File: src/rtl/bcd_xs3_pkg.sv
// Shared types and constants for the sequenced BCD-to-excess-3 converter.
// Digit width, code limits and the controller state encoding live here.
package bcd_xs3_pkg;

  localparam int unsigned DIGIT_W = 4;

  localparam logic [DIGIT_W-1:0] XS3_OFFSET  = 4'd3;
  localparam logic [DIGIT_W-1:0] BCD_MAX     = 4'd9;
  localparam logic [DIGIT_W-1:0] XS3_INVALID = 4'b0000;

  typedef enum logic [1:0] {
    IDLE,
    CONV,
    DONE
  } state_e;

  function automatic logic is_bcd(input logic [DIGIT_W-1:0] digit);
    return digit <= BCD_MAX;
  endfunction

endpackage

File: src/rtl/bcd_to_excess3.sv
// Combinational single-digit BCD to excess-3 converter.
// Non-BCD codes map to all ones; callers that need another value override it.
module bcd_to_excess3
  import bcd_xs3_pkg::*;
(
  input  logic [DIGIT_W-1:0] bcd,
  output logic [DIGIT_W-1:0] excess3
);

  always_comb begin
    excess3 = '1;
    if (is_bcd(bcd)) begin
      excess3 = bcd + XS3_OFFSET;
    end
  end

endmodule

File: src/rtl/bcd_excess3_seq_ctrl.sv
// Multi-digit BCD to excess-3 controller: accepts a packed word, converts one digit
// per cycle LSD first through a shared converter, then holds the result for the consumer.
module bcd_excess3_seq_ctrl
  import bcd_xs3_pkg::*;
#(
  parameter int unsigned NDIG = 4
) (
  input  logic                    clk,
  input  logic                    rst,
  input  logic                    in_valid,
  output logic                    in_ready,
  input  logic [DIGIT_W*NDIG-1:0] in_bcd,
  output logic                    out_valid,
  input  logic                    out_ready,
  output logic [DIGIT_W*NDIG-1:0] out_xs3,
  output logic                    out_err,
  output logic [NDIG-1:0]         out_err_mask
);

  localparam int unsigned IdxW = (NDIG > 1) ? $clog2(NDIG) : 1;
  localparam logic [IdxW-1:0] LastIdx = IdxW'(NDIG - 1);

  state_e                         state_q, state_d;
  logic [NDIG-1:0][DIGIT_W-1:0]   in_q, in_d;
  logic [NDIG-1:0][DIGIT_W-1:0]   res_q, res_d;
  logic [NDIG-1:0]                mask_q, mask_d;
  logic [IdxW-1:0]                idx_q, idx_d;

  logic [DIGIT_W-1:0]             cur_digit;
  logic [DIGIT_W-1:0]             cur_xs3;

  assign cur_digit = in_q[idx_q];

  bcd_to_excess3 u_conv (
    .bcd     (cur_digit),
    .excess3 (cur_xs3)
  );

  always_comb begin
    state_d = state_q;
    in_d    = in_q;
    res_d   = res_q;
    mask_d  = mask_q;
    idx_d   = idx_q;
    unique case (state_q)
      IDLE: begin
        if (in_valid) begin
          in_d    = in_bcd;
          res_d   = '0;
          mask_d  = '0;
          idx_d   = '0;
          state_d = CONV;
        end
      end
      CONV: begin
        // Invalid codes are forced here, whatever the shared converter emits for them.
        if (is_bcd(cur_digit)) begin
          res_d[idx_q] = cur_xs3;
        end else begin
          res_d[idx_q]  = XS3_INVALID;
          mask_d[idx_q] = 1'b1;
        end
        if (idx_q == LastIdx) begin
          state_d = DONE;
        end else begin
          idx_d = idx_q + IdxW'(1);
        end
      end
      DONE: begin
        if (out_ready) begin
          state_d = IDLE;
        end
      end
      default: state_d = IDLE;
    endcase
  end

  always_ff @(posedge clk) begin
    if (rst) begin
      state_q <= IDLE;
      in_q    <= '0;
      res_q   <= '0;
      mask_q  <= '0;
      idx_q   <= '0;
    end else begin
      state_q <= state_d;
      in_q    <= in_d;
      res_q   <= res_d;
      mask_q  <= mask_d;
      idx_q   <= idx_d;
    end
  end

  // in_ready is held low during reset so nothing is taken while the block is cleared.
  assign in_ready     = (state_q == IDLE) && !rst;
  assign out_valid    = (state_q == DONE);
  assign out_xs3      = res_q;
  assign out_err_mask = mask_q;
  assign out_err      = |mask_q;

  property p_out_hold;
    @(posedge clk) disable iff (rst)
      (out_valid && !out_ready) |=> (out_valid && $stable(res_q) && $stable(mask_q));
  endproperty
  a_out_hold: assert property (p_out_hold);

endmodule

File: config.mk
export PLATFORM = sky130hd
export DESIGN_NAME = bcd_excess3_seq_ctrl
export DESIGN_NICKNAME = d
export VERILOG_FILES = /design/src/rtl/bcd_xs3_pkg.sv /design/src/rtl/bcd_to_excess3.sv /design/src/rtl/bcd_excess3_seq_ctrl.sv
export SDC_FILE = /design/constraint.sdc
export NUM_CORES = 1
export LEC_CHECK = 0
export CAP_MARGIN = 30
export CORE_ASPECT_RATIO = 1.25
export CORE_UTILIZATION = 56
export CTS_BUF_LIST = sky130_fd_sc_hd__clkbuf_8
export CTS_CLUSTER_DIAMETER = 80
export DETAILED_ROUTE_END_ITERATION = 8
export PLACE_DENSITY = 0.93
export SETUP_SLACK_MARGIN = 0.5
export SYNTH_ARGS = -nofsm -noshare
export SYNTH_HDL_FRONTEND = slang
export SYNTH_SLANG_ARGS = --single-unit
File: constraint.sdc
create_clock -name clk -period 3.7 [get_ports clk]
set_input_delay 0.555 -clock clk [delete_from_list [all_inputs] [get_ports clk]]
set_output_delay 0.555 -clock clk [all_outputs]
set_load 0.01 [all_outputs]
== After elaboration in Yosys (flattened, before gate mapping) ==
Cells that the tools add are included.
Word-level totals
  register bits after elaboration: 40
  word-level logic and storage cells: 59
Operators by class
  add/sub/neg operators: 2
  order comparisons: 3
  equal/unequal tests: 8
  muxes and demuxes: 21
  bitwise gates (word level): 3
  reduce and logical (&&, ||, !) cells: 11
Operators with widths (count)
  16-bit 2-to-1 mux: 2
  16-bit one-hot mux with 2 select lines: 1
  4-bit 2-to-1 mux: 5
  16-bit AND: 1
  16-bit bitwise mux: 1
  16-bit inverter: 1
  2-bit 2-to-1 mux: 5
  3-bit AND reduction: 3
  4-bit binary-select mux with 2-bit select: 1
  4-bit demux with 2-bit select: 1
  2-bit != test (second input constant): 4
  4-bit one-hot mux with 2 select lines: 1
  2-bit one-hot mux with 3 select lines: 1
  4-bit by 2-bit adder with 4-bit output (second input constant): 1
  2-bit equality test (second input constant): 2
  4-bit less-or-equal comparator (second input constant): 1
  4-bit bitwise OR: 1
  2-bit one-hot mux with 2 select lines: 1
  2-bit AND reduction: 2
  4-bit OR reduction: 1
  2-bit by 3-bit less-than comparator with 1-bit output (second input constant): 1
  2-bit by 1-bit adder with 2-bit output (second input constant): 1
  1-bit demux with 2-bit select: 1
  2-bit by 1-bit equality test with 1-bit output (second input constant): 1
  7 further kinds: 8

== Longest topological paths before layout ==
Gate-level depths: netlist (run 1).
  depth after elaboration: 8
  gate-level depth with buffers: 10
  depth with buffers taken out: 8

== Cells and area by module ==
Synthesis (run 1) repeated with hierarchy kept, for this count alone.
Unflattened totals
  cells, all modules: 217
  area, all modules: 1875.5 um^2
By module, submodules not included
  bcd_excess3_seq_ctrl: instances 1, cells each 204, area an instance 1793.0 um^2, seq. area each 800.8 um^2
  bcd_to_excess3: instances 1, cells each 13, area an instance 82.6 um^2, seq. area each 0.0 um^2

== Least setup slack after synthesis (run 1) ==
No wires, ideal clock.
  path kind: reg2reg
  start point: register idx_q[0]
  end point: register res_q, in the netlist out_xs3[2]
  arrival: 2.290 ns
  data required time: 3.638 ns
  path slack: 1.349 ns
  stages on the path, launching flop included: 11
  path buffers: 2
  path through: dfxtp_1 > buf_6 > mux4_1 > inv_1 > ha_1 > nor2_1 > o21a_1 > buf_2 > o31ai_2 > nand2_1 > nand3_1
Between the ends
  word-level cells in the longest chain between the ends: 8
  elaborated cells on any way between the ends: 15
  those cells by class: add/sub (1); order compare (3); mux (8); bitwise (2); reduce/logical (1)
RTL lines
  from (decl): RTL line bcd_excess3_seq_ctrl.sv:27  | logic [IdxW-1:0] idx_q, idx_d;
  from (signal assigned): RTL line bcd_excess3_seq_ctrl.sv:90  | idx_q <= idx_d;
  branches (longest 6 deep; another with 4-bit by 2-bit adder with 4-bit output)
  16-bit 2-to-1 mux (*): RTL line bcd_excess3_seq_ctrl.sv:57  | if (is_bcd(cur_digit)) begin
  16-bit one-hot mux with 2 select lines (*): RTL line bcd_excess3_seq_ctrl.sv:45  | unique case (state_q)
  to (signal assigned): RTL line bcd_excess3_seq_ctrl.sv:88  | res_q <= res_d;
  to (decl): RTL line bcd_excess3_seq_ctrl.sv:25  | logic [NDIG-1:0][DIGIT_W-1:0] res_q, res_d;
Every way passes the cells marked *. The select of a mux whose other input is x is not followed.
A chain may end at the register's enable or synchronous reset.

== Worst setup path after layout (run 1) ==
  start point: register idx_q[0]
  end point: register res_q, in the netlist out_xs3[12]
Same word-level chain as after synthesis.

==> flow_summary.ini, run 1 <==
[synthesis]
syn_nets = 266
ys_ff_latch = 40
synthCells = 240
synth_cell_type_count = 40
synthArstFlopShare_pct = 0
synthFlopType = dfxtp_1
synth.avg_cell_area_sq_um = 8.122
synth_area_sq_um = 1949
synth_edf_count = 0
yosys_warnings = 0
ys_seq_area_share_pct = 41.08

[sta]
slew_viol_final = 0
fin_ws_ns = 0.8564
setup_viol = 0
clock_skew_ns = 0.009409
fin_setup_tns_ns = 0
finalHoldViolCount = 0
grt_setup_unrepaired = no
relSlewSlack_pct = 68.40
tightest_slew_ns = 0.4729
fmax_mhz = 351.7
period_needed_ns = 2.844
post-route-period-util_pct = 76.85

[placed_design]
dp_slack_ns = 1.009
gp_congestion = 0.8951
dpl-instance-area_sq_um = 2377
port_buffers = 42
place_hpwl_microns = 3369

[setup_path]
critical_path_required_ns = 3.91
crit_top_cell = nor2_1
rr_worst_depth = 8
endpoint_kind = flop
slowest_delay_ns = 0.69
path_class = reg2reg
critPathLaunchType = flop
slowest_stage = mux4_1
critical_path.startpoint = idx_q[0]
path_max_fanout = 14
r2r-start = idx_q[0]
arrival_ns = 3.05
crit_chain = mux4_1 -> inv_1 -> ha_1 -> nor2_1 -> o21a_1 -> nor2_1 -> a32oi_1 -> nor2_1

[clock_network]
clock_latency_ns = 0.30
cts_buffers = 5
clockBufferDepth = 2
cts_tree = done
post_cts_resized = 0
postCtsSetupBuffers = 0
cts_max_level = 2
root_buffer = clkbuf_8
holdBufCountCts = 0
clock_sinks = 40
clkTransAtPathRegs_ns = 0.07

[drt]
finalWirelength_microns = 5148
viasPerCell = 6.038
final_antenna_net_count = 0
dr.pass1.iters = 4
drc_errors = 0
drt_iter0_drc = 100
num_vias = 1896
wl_per_cell_microns = 16.39

[die]
ios = 43
core_area_sq_um = 3252
die_y_microns = 67.97
rows = 23
fp.dieW_microns = 54.77
dieArea_sq_um = 3722
initial_core_util_pct = 59.95

[min_path]
holdCritPathClass = reg2reg
hp-start = in_q[4]
whs_path_depth = 2

[global_route]
grt_pass1_vias = 1788
grt_start_max_net_pins = 36
grt_use_met2_pct = 48.49
antenna_found_initial = 0
use_met1_pct = 36.51
grtUsageMet3_pct = 8.667
grt_util_all_layers_pct = 30.87
grt_pass1_wl_microns = 8135
gr-total-overflow = 0
top_usage_layer = met2

[layout]
synthToLayoutAreaGrowth_pct = 28.56
finish.utilization_pct = 77.07
stdcell_area_sq_um = 2506
layout-drive-gt1-share_pct = 6.859
nNetsFinal = 303
antennaDiodeCount = 0

[run]
cap_violations = 0

[pwr]
power.leakage_nw = 0.9324
pwr-share-clk_pct = 39.6
switching_share_pct = 25.38
p_int_mw = 0.7904
vdd_drop_max_uv = 403.7
seqPwrFrac_pct = 43.8
powerDensity_nw_per_um2 = 422.7
power.switching_mw = 0.2689
pwr-share-comb_pct = 16.7
fin_total_pwr_mw = 1.059

[run_status]
status = completed
==> cell usage after synthesis (2+ instances only) <==
| library cell | number | area (sq um) |
|---|---|---|
| nor2b_1 | 5 | 31.28 |
| o21ai_0 | 12 | 60.06 |
| a31oi_1 | 4 | 25.02 |
| a32oi_1 | 6 | 52.55 |
| nor3_1 | 5 | 25.02 |
| inv_1 | 11 | 41.29 |
| nand2b_1 | 5 | 31.28 |
| a21oi_1 | 24 | 120.1 |
| mux4_2 | 2 | 45.04 |
| ha_1 | 6 | 75.07 |
| mux4_1 | 2 | 52.55 |
| nand3b_1 | 2 | 15.01 |
| a21o_1 | 3 | 22.52 |
| nor2_1 | 30 | 112.6 |
| a22oi_1 | 4 | 30.03 |
| buf_2 | 2 | 10.01 |
| dfxtp_1 | 40 | 800.8 |
| o31ai_1 | 2 | 15.01 |
| nand2_1 | 42 | 157.7 |
| clkbuf_1 | 12 | 45.04 |
| or2_2 | 2 | 12.51 |
==> worst max-delay path: cells and delay by family, from the launching register on <==
kind | cells | cell delay [ns]
adder cells (fa/ha/maj) | 1 | 0.32
flip-flops | 1 | 0.55
multiplexers | 1 | 0.69
AND/OR/NAND/NOR | 3 | 0.59
buffers and inverters | 1 | 0.10
AO/OA/AOI/OAI | 2 | 0.52
==> routing by layer <==
layer | share of wire (%) | routed length (microns)
met5 | 0 | 0
met4 | 3.9 | 199
met3 | 5.1 | 262
met2 | 51 | 2609
met1 | 40 | 2076
==> cell type report <==
class / count / area [sq um]
multi-input cells: 174 / 1046
flip-flops and latches: 40 / 800.8
fillers: 209 / 745.7
repair buffers: 45 / 442.9
clock buffers: 5 / 68.82
clock inverters: 2 / 60.06
well taps: 37 / 46.29
inverters: 11 / 41.29
==> layout by cell type (no fill, tap or decap), types with 2 or more instances in the layout <==
master / synthesis / routed
nand2_1: 42 / 42
clkdlybuf4s50_1: 0 / 42
dfxtp_1: 40 / 40
nor2_1: 30 / 30
a21oi_1: 24 / 24
o21ai_0: 12 / 12
inv_1: 11 / 11
a32oi_1: 6 / 6
ha_1: 6 / 6
nor2b_1: 5 / 5
nor3_1: 5 / 5
nand2b_1: 5 / 5
clkbuf_8: 0 / 5
a31oi_1: 4 / 4
a22oi_1: 4 / 4
a21o_1: 3 / 3
buf_4: 0 / 3
mux4_1: 2 / 2
mux4_2: 2 / 2
or2_2: 2 / 2
o31ai_1: 2 / 2
nand3b_1: 2 / 2
bufinv_16: 0 / 2
==> worst paths after layout <==
check	end	slack, ns
setup / recovery	out_xs3[12]	0.86
hold / removal	in_q[4]	0.46
setup reg to reg	out_xs3[12]	0.86
hold reg to reg	in_q[4]	0.46
==> flip-flops by register name, summed over array words and instances (netlist names) <==
name and count:
in_q 16, out_err_mask 4, out_xs3 16, state_q 2, idx_q 2
==> kinds of logic (layout without fill, tap and decap cells) <==
group / Yosys count / in the layout / synth area share (%)
buffers and inverters: 26 / 63 / 5.520
DFF: 40 / 40 / 41.08
AOI/OAI and AO/OA: 66 / 66 / 21.70
muxes: 4 / 4 / 5.006
and+or+nand+nor: 98 / 98 / 22.85
adders and majority gates: 6 / 6 / 3.851
==> metrics by stage <==
stage / std cells / hold slack (ns)
floorplan: 240 / 0.4315
global placement: 307 / 0.4425
detailed placement: 307 / 0.4477
CTS: 314 / 0.4637
global route: 314 / 0.4854
finish: 314 / 0.4626
==> power groups by stage <==
stage | registers, mW | logic, mW | clock network, mW
floorplan | 0.467 | 0.117 | 0
global placement | 0.471 | 0.165 | 0
detailed placement | 0.472 | 0.170 | 0
CTS | 0.463 | 0.174 | 0.419
global route | 0.465 | 0.193 | 0.441
finish | 0.464 | 0.177 | 0.419
(Power assumes the default switching activity.)
==> run 2: changes to the inputs <==
--- a/config.mk
+++ b/config.mk
@@ -7,11 +7,11 @@
 export LEC_CHECK = 0
 export CAP_MARGIN = 30
 export CORE_ASPECT_RATIO = 1.25
-export CORE_UTILIZATION = 56
+export CORE_UTILIZATION = 52
 export CTS_BUF_LIST = sky130_fd_sc_hd__clkbuf_8
 export CTS_CLUSTER_DIAMETER = 80
 export DETAILED_ROUTE_END_ITERATION = 8
-export PLACE_DENSITY = 0.93
+export PLACE_DENSITY = 0.88
 export SETUP_SLACK_MARGIN = 0.5
 export SYNTH_ARGS = -nofsm -noshare
 export SYNTH_HDL_FRONTEND = slang
==> constraint.sdc (replaced) <==
create_clock -name clk -period 2.9 [get_ports clk]
set_input_delay 0.435 -clock clk [delete_from_list [all_inputs] [get_ports clk]]
set_output_delay 0.435 -clock clk [all_outputs]
set_load 0.01 [all_outputs]
==> run 2 against run 1 <==
The run now ends with design-rule violations left; critical path depth shrank 1; flip-flop and latch count is the same; via count shrank 0.69%; clock-buffer cell count grew 2; largest power group unchanged.
==> flow_summary.ini, run 2 (same netlist as run 1, synthesis figures left out) <==
[run_status]
status = complete, but fails checks
violations = design-rule violations

[global_route]
grt_pass1_wl_microns = 7962
grt_start_max_net_pins = 36
gr-total-overflow = 0
grt_util_all_layers_pct = 25.80
antenna_found_initial = 0
grt_pass1_vias = 1845

[setup_path]
critical_path.startpoint = idx_q[1]
path_max_fanout = 8
slowest_stage = dfxtp_1
path_class = reg2reg
endpoint_kind = flop
r2r-start = idx_q[1]
arrival_ns = 2.44
critPathLaunchType = flop
crit_buf_inv = 0
slowest_delay_ns = 0.50
critical_path_required_ns = 3.10
critPathTopFamily = compound AO/OA/AOI/OAI gates
crit_chain = mux4_2 -> ha_2 -> nor2_1 -> or2_2 -> a2bb2oi_1 -> a21oi_1 -> o41ai_1

[clock_network]
cts_max_level = 2
clockBufferDepth = 2
holdBufCountCts = 0
cts_tree = done
clock_sinks = 40
clock_latency_ns = 0.29
clkTransAtPathRegs_ns = 0.08
root_buffer = clkbuf_8
cts_buffers = 5

[layout]
layout_common_cells = nand2_1, clkdlybuf4s50_1, dfxtp_1
synthToLayoutAreaGrowth_pct = 30.49
antennaDiodeCount = 0
layout-drive-gt1-share_pct = 10.71
nNetsFinal = 305
num-fill-cells = 271
regArea_sq_um = 802.0
multi_input_area_sq_um = 1064

[die]
fp.dieW_microns = 56.77
initial_core_util_pct = 55.01
ios = 43
rows = 24
die_y_microns = 70.46
dieArea_sq_um = 3999
core_area_sq_um = 3543

[drt]
drc_errors = 4
wl_per_cell_microns = 15.51
finalWirelength_microns = 4949
drt_iter0_drc = 97
num_vias = 1883
final_antenna_net_count = 0
viasPerCell = 5.903
dr.pass1.iters = 6

[placed_design]
place_hpwl_microns = 3413
port_buffers = 42
gp_congestion = 0.8487

[run]
cap_violations = 0

[pwr]
fin_total_pwr_mw = 1.322
vdd_drop_max_uv = 504.9
powerDensity_nw_per_um2 = 519.9
power.leakage_nw = 0.9381

[sta]
period_needed_ns = 2.238
tightest_slew_ns = 0.5065
fmax_mhz = 446.8
fin_setup_tns_ns = 0
finalHoldViolCount = 0
post-route-period-util_pct = 77.18
relSlewSlack_pct = 66.15
clock_skew_ns = 0.006262
grt_setup_unrepaired = no
setup_viol = 0
slew_viol_final = 0

[min_path]
holdCritPathClass = reg2reg
hp-start = in_q[7]
[run 2: cell count changes in the layout (fill, tap and decap cells not counted), moves of 2 or more]
cell | previous run | this run
mux4_2 | 2 | 4
nor2_1 | 30 | 28
clkbuf_8 | 5 | 7
mux4_1 | 2 | 0
[run 2: through the flow]
stage	cells	hold WS [ns]	util (%)	setup slack [ns]	instance area [sq um]
after floorplan	240	0.4315	-	0.5487	1949
after global placement	311	0.4424	67.58	0.6030	2395
after detailed placement	311	0.4482	67.58	0.4778	2395
after CTS	319	0.4583	71.43	0.5027	2531
after global routing	319	0.4736	71.79	0.4595	2544
final	319	0.4564	71.79	0.6619	2544
[run 2: final cells by class]
type | count | area share (%)
clock buffers | 7 | 3.788
clock inverters | 1 | 1.181
inverters | 11 | 1.623
multi-input cells | 174 | 41.81
flip-flops and latches | 40 | 31.53
well taps | 39 | 1.918
repair buffers | 47 | 18.15
[run 2: what timing repair did]
action / in CTS / in global routing
pin swaps: 0 / 1
buffers inserted: 0 / 0
gates resized for setup: 3 / 8
endpoints found under the setup margin: 8 / 16
[run 2: power breakdown]
group | switching, mW | total [mW] | internal (mW) | leakage (nW)
combinational | 0.133 | 0.239 | 0.106 | 0.548
sequential | 0.0167 | 0.588 | 0.571 | 0.326
clock | 0.192 | 0.495 | 0.304 | 0.0645
[run 2: routing by layer]
metal	track usage (%)	part of all wire [%]	up-vias
met5	0	0	-
met3	5.926	5.2	21
met1	27.75	39	882
met4	16.26	3.8	0
met2	44.84	52	69
li1	-	-	911
[run 2: worst paths after layout]
check	slack [ns]	cells past startpoint	endpoint
min	0.46	2	in_q[7]
max reg2reg	0.66	7	out_xs3[14]
min reg2reg	0.46	2	in_q[7]
max	0.66	7	out_xs3[14]
[run 2: worst min-delay path: stages, from the launching register on]
cell,delay (ns)
dfxtp_1,0.31
nand2_1,0.05
a21oi_1,0.05
==> variant 1, RTL diff (settings of run 2) <==
Register the output `out_err`, cleared by the reset; this adds one clock of latency there. The other outputs are not delayed to match.
--- a/src/rtl/bcd_excess3_seq_ctrl.sv
+++ b/src/rtl/bcd_excess3_seq_ctrl.sv
@@ -96,7 +96,13 @@
   assign out_valid    = (state_q == DONE);
   assign out_xs3      = res_q;
   assign out_err_mask = mask_q;
-  assign out_err      = |mask_q;
+  always_ff @(posedge clk) begin
+    if (rst) begin
+      out_err <= '0;
+    end else begin
+      out_err <= |mask_q;
+    end
+  end
 
   property p_out_hold;
     @(posedge clk) disable iff (rst)
Behaviour: not the same (a bounded check fails within 4 cycles, from zero or initial values and one cycle with rst high).
==> variant 1 against run 2 <==
The run still ends with design-rule violations left; die area is 1.2% higher; wire length shrank 6.6%; setup slack worse by 0.095 ns; critical endpoint is now out_xs3[7]; clock power shrank 4.8%; sequential cell count rose by 1; area after synthesis grew 1.2%; design area decreased by 0.15%; power down 2.4%; non-clock buffer count increased by 2; highest routed layer unchanged.
==> variant 1: results (changes against run 2) <==
| Metric | Value |
|---|---|
| Outcome | `finished, violations left` |
| Failing checks | `design-rule violations` |
| Filler cells | `275 (+1.5%)` |
| RePlAce Congestion | `0.898 (+5.8%)` |
| Max FO, Critical Path | `7 (-1)` |
| Setup Skew | `0.00367 ns (-0.00259 ns)` |
| WP data arrival | `2.52 ns (+0.08 ns)` |
| # Post-CTS Setup Buffers | `4 (+4)` |
| Area after DPL | `2380 um2 (-0.78%)` |
| Post-DP HPWL | `3110 um (-8.8%)` |
| NetSw | `0.330 mW (-3.4%)` |
| Worst slew margin | `54.6% (-12 points)` |
| Fin cells | `313 (-1.9%)` |
| Met3 wire length | `196 um (-24%)` |
| Via density | `5.77 (-2.2%)` |
| Sequential fraction of the synthesis area | `41.6% (+0.52 points)` |
| VDD IR max | `320 uV (-37%)` |
| DR iter-0 viols | `76 (-22%)` |
| Final min period | `2.33 ns (+0.0953 ns)` |
| Setup Slack @ Placement | `0.266 ns (-0.212 ns)` |
| P_comb | `0.217 mW (-9.2%)` |
| DRC violations left | `2 (-2)` |
| Leak | `0.951 nW (+1.4%)` |
| Largest net degree at the start of global routing | `39 (+8.3%)` |
| Ratio of cells with drive above 1 in the final layout | `10.6% (-0.13 points)` |
| Sequential Power Share | `46.7% (+2.3 points)` |
| Placed cells | `301 (-3.2%)` |
| Post-synth top cells | `dfxtp_1 (41), nand2_1 (37), nor2_1 (26)` |
| All-layer global routing usage | `25.7% (-0.094 points)` |
## variant 1: changes by cell type in the layout (fill, tap and decap cells not counted), sizes merged, moves of 3 or more
cell	change
and3	+4
a221o	+3
nand2	-5
nor2	-4
nor2b	+3
## variant 1: layout make-up
type,instances,share of cell area (%)
Clock inverter,2,1.33
Sequential cell,41,32.5
Tap cell,39,1.92
Inverter,9,1.33
Clock buffer,6,3.25
Timing Repair Buffer,49,18.6
Multi-Input combinational cell,167,41.0
## variant 1: kinds of logic after synthesis
| logic type | count (synthesis) | synth area share [%] |
|---|---|---|
| and+or+nand+nor | 92 | 21.1 |
| AOI/OAI and AO/OA | 62 | 21.1 |
| DFF | 41 | 41.6 |
| buffers and inverters | 24 | 6.09 |
| muxes | 6 | 5.90 |
| adders and majority gates | 6 | 3.80 |
| xor gates and xnor gates | 1 | 0.444 |
==> variant 2, RTL diff (settings of run 2) <==
Without the edit above. `NDIG`: 4 -> 8.
--- a/src/rtl/bcd_excess3_seq_ctrl.sv
+++ b/src/rtl/bcd_excess3_seq_ctrl.sv
@@ -3,7 +3,7 @@
 module bcd_excess3_seq_ctrl
   import bcd_xs3_pkg::*;
 #(
-  parameter int unsigned NDIG = 4
+  parameter int unsigned NDIG = 8
 ) (
   input  logic                    clk,
   input  logic                    rst,
Ports: changed (resized in_bcd, out_err_mask and out_xs3); port bits go from 43 to 79. No check against the original RTL was run, so the function may have changed too.
==> variant 2 against run 2 <==
Sequential cell count is 37 higher; sequential power is 90% higher; die area grew 64%; wire length grew 94%; area after synthesis rose by 66%; critical path depth unchanged; power increased by 80%; design area is 82% higher; setup slack got worse by 0.32 ns; utilization up 6.5 points; clock power up 77%.
==> variant 2: results (changes against run 2) <==
| Metric | Value |
|---|---|
| Outcome | `finished clean` |
| Area after DPL | `4110 um2 (+71%)` |
| # Post-CTS Setup Buffers | `13 (+13)` |
| Num CTS Buffers | `9 (+4)` |
| Sequential fraction of the synthesis area | `47.6% (+6.5 points)` |
| Worst hold start | `in_q[23]` |
| R2R Setup Slk | `0.34 ns (-0.32 ns)` |
| Post-Syn Nets | `417 (+57%)` |
| Crit path capture | `out_xs3[19]` |
| CTS H-tree depth | `3 (+1)` |
| Via density | `5.82 (-1.4%)` |
| Routed met2 length | `4980 um (+94%)` |
| Fin cells | `554 (+74%)` |
| Post-synth top cells | `dfxtp_1 (77), nand2_1 (73), a21oi_1 (53)` |
| First-pass GRT wire length | `14,100 um (+77%)` |
| Routed wire per std cell | `17.3 um (+12%)` |
| First-pass DRT Iterations | `5 (-1)` |
| PortBufs | `78 (+86%)` |
| Clk_lat worst skew | `0.37 ns (+0.08 ns)` |
| Ratio of cells with drive above 1 in the final layout | `17.4% (+6.7 points)` |
| RePlAce Congestion | `0.878 (+3.5%)` |
| Worst slew margin | `51.1% (-15 points)` |
| Setup Skew | `0.0128 ns (+0.00650 ns)` |
| Hold Path End | `in_q[23]` |
| Die Span X | `72.6 um (+28%)` |
| Synth area leaders | `dfxtp_1 (48%), nand2_1 (8.5%), a21oi_1 (8.2%)` |
| DR iter-0 viols | `315 (+220%)` |
| Largest net degree at the start of global routing | `73 (+100%)` |
| VDD IR max | `400 uV (-21%)` |
| Resize count post-CTS | `23 (+20)` |
| Met3 wire length | `664 um (+160%)` |
| Nets | `507 (+66%)` |
| All-layer global routing usage | `27.9% (+2.1 points)` |
| Placed cells | `520 (+67%)` |
| Synth Instances | `377 (+57%)` |
## variant 2: cell types whose count changed in the layout (fill, tap and decap cells not counted), sizes merged, moves of 16 or more
cell,run 2,this run
a21oi,24,53
clkdlybuf4s50,42,77
nand2,42,73
buf,5,28
a22o,0,16
dfxtp,40,77
## variant 2: report_power, final
part	switching [mW]	total [mW]	leakage, nW	internal, mW
registers	0.0290	1.12	0.628	1.09
clock network	0.399	0.878	0.103	0.479
logic	0.196	0.377	0.988	0.181
total	0.624	2.37	1.72	1.75
## variant 2: cell type report
cell class | count | area, um2
multi-input cells | 271 | 1730
clock buffers | 9 | 124
clock inverters | 7 | 91.3
well taps | 82 | 103
repair buffers | 105 | 1010
inverters | 3 | 11.3
flip-flops and latches | 77 | 1550
fillers | 374 | 1280
## variant 2: per-stage QoR
step,setup WS (ns),hold WS [ns]
final,0.343,0.463
after global routing,0.333,0.485
after CTS,0.508,0.458
after detailed placement,0.0860,0.447
after global placement,0.262,0.443
after floorplan,0.479,0.432
## variant 2: layer usage
metal / vias up / global-route usage, %
met5: - / 0
met4: 0 / 18.1
met3: 40 / 7.51
met2: 190 / 44.8
met1: 1507 / 32.1
li1: 1487 / -
## variant 2: logic make-up (layout without fill, tap and decap cells)
family          Yosys count  after routing  synth area share [%]
compound gates           96             96                  19.4
buf+inv                  29            124                  3.75
mux                      12             12                  4.95
flops                    77             77                  47.6
fa+ha+maj                 4              4                  1.55
simple gates            159            159                  22.7
## variant 2: critical path: stages (launching register included)
cell and delay [ns]:
dfxtp_4 0.38, buf_4 0.17, mux2i_1 0.30, o22ai_1 0.20, or3_4 0.45, nor4_1 0.46
a21oi_2 0.18, o41ai_1 0.30
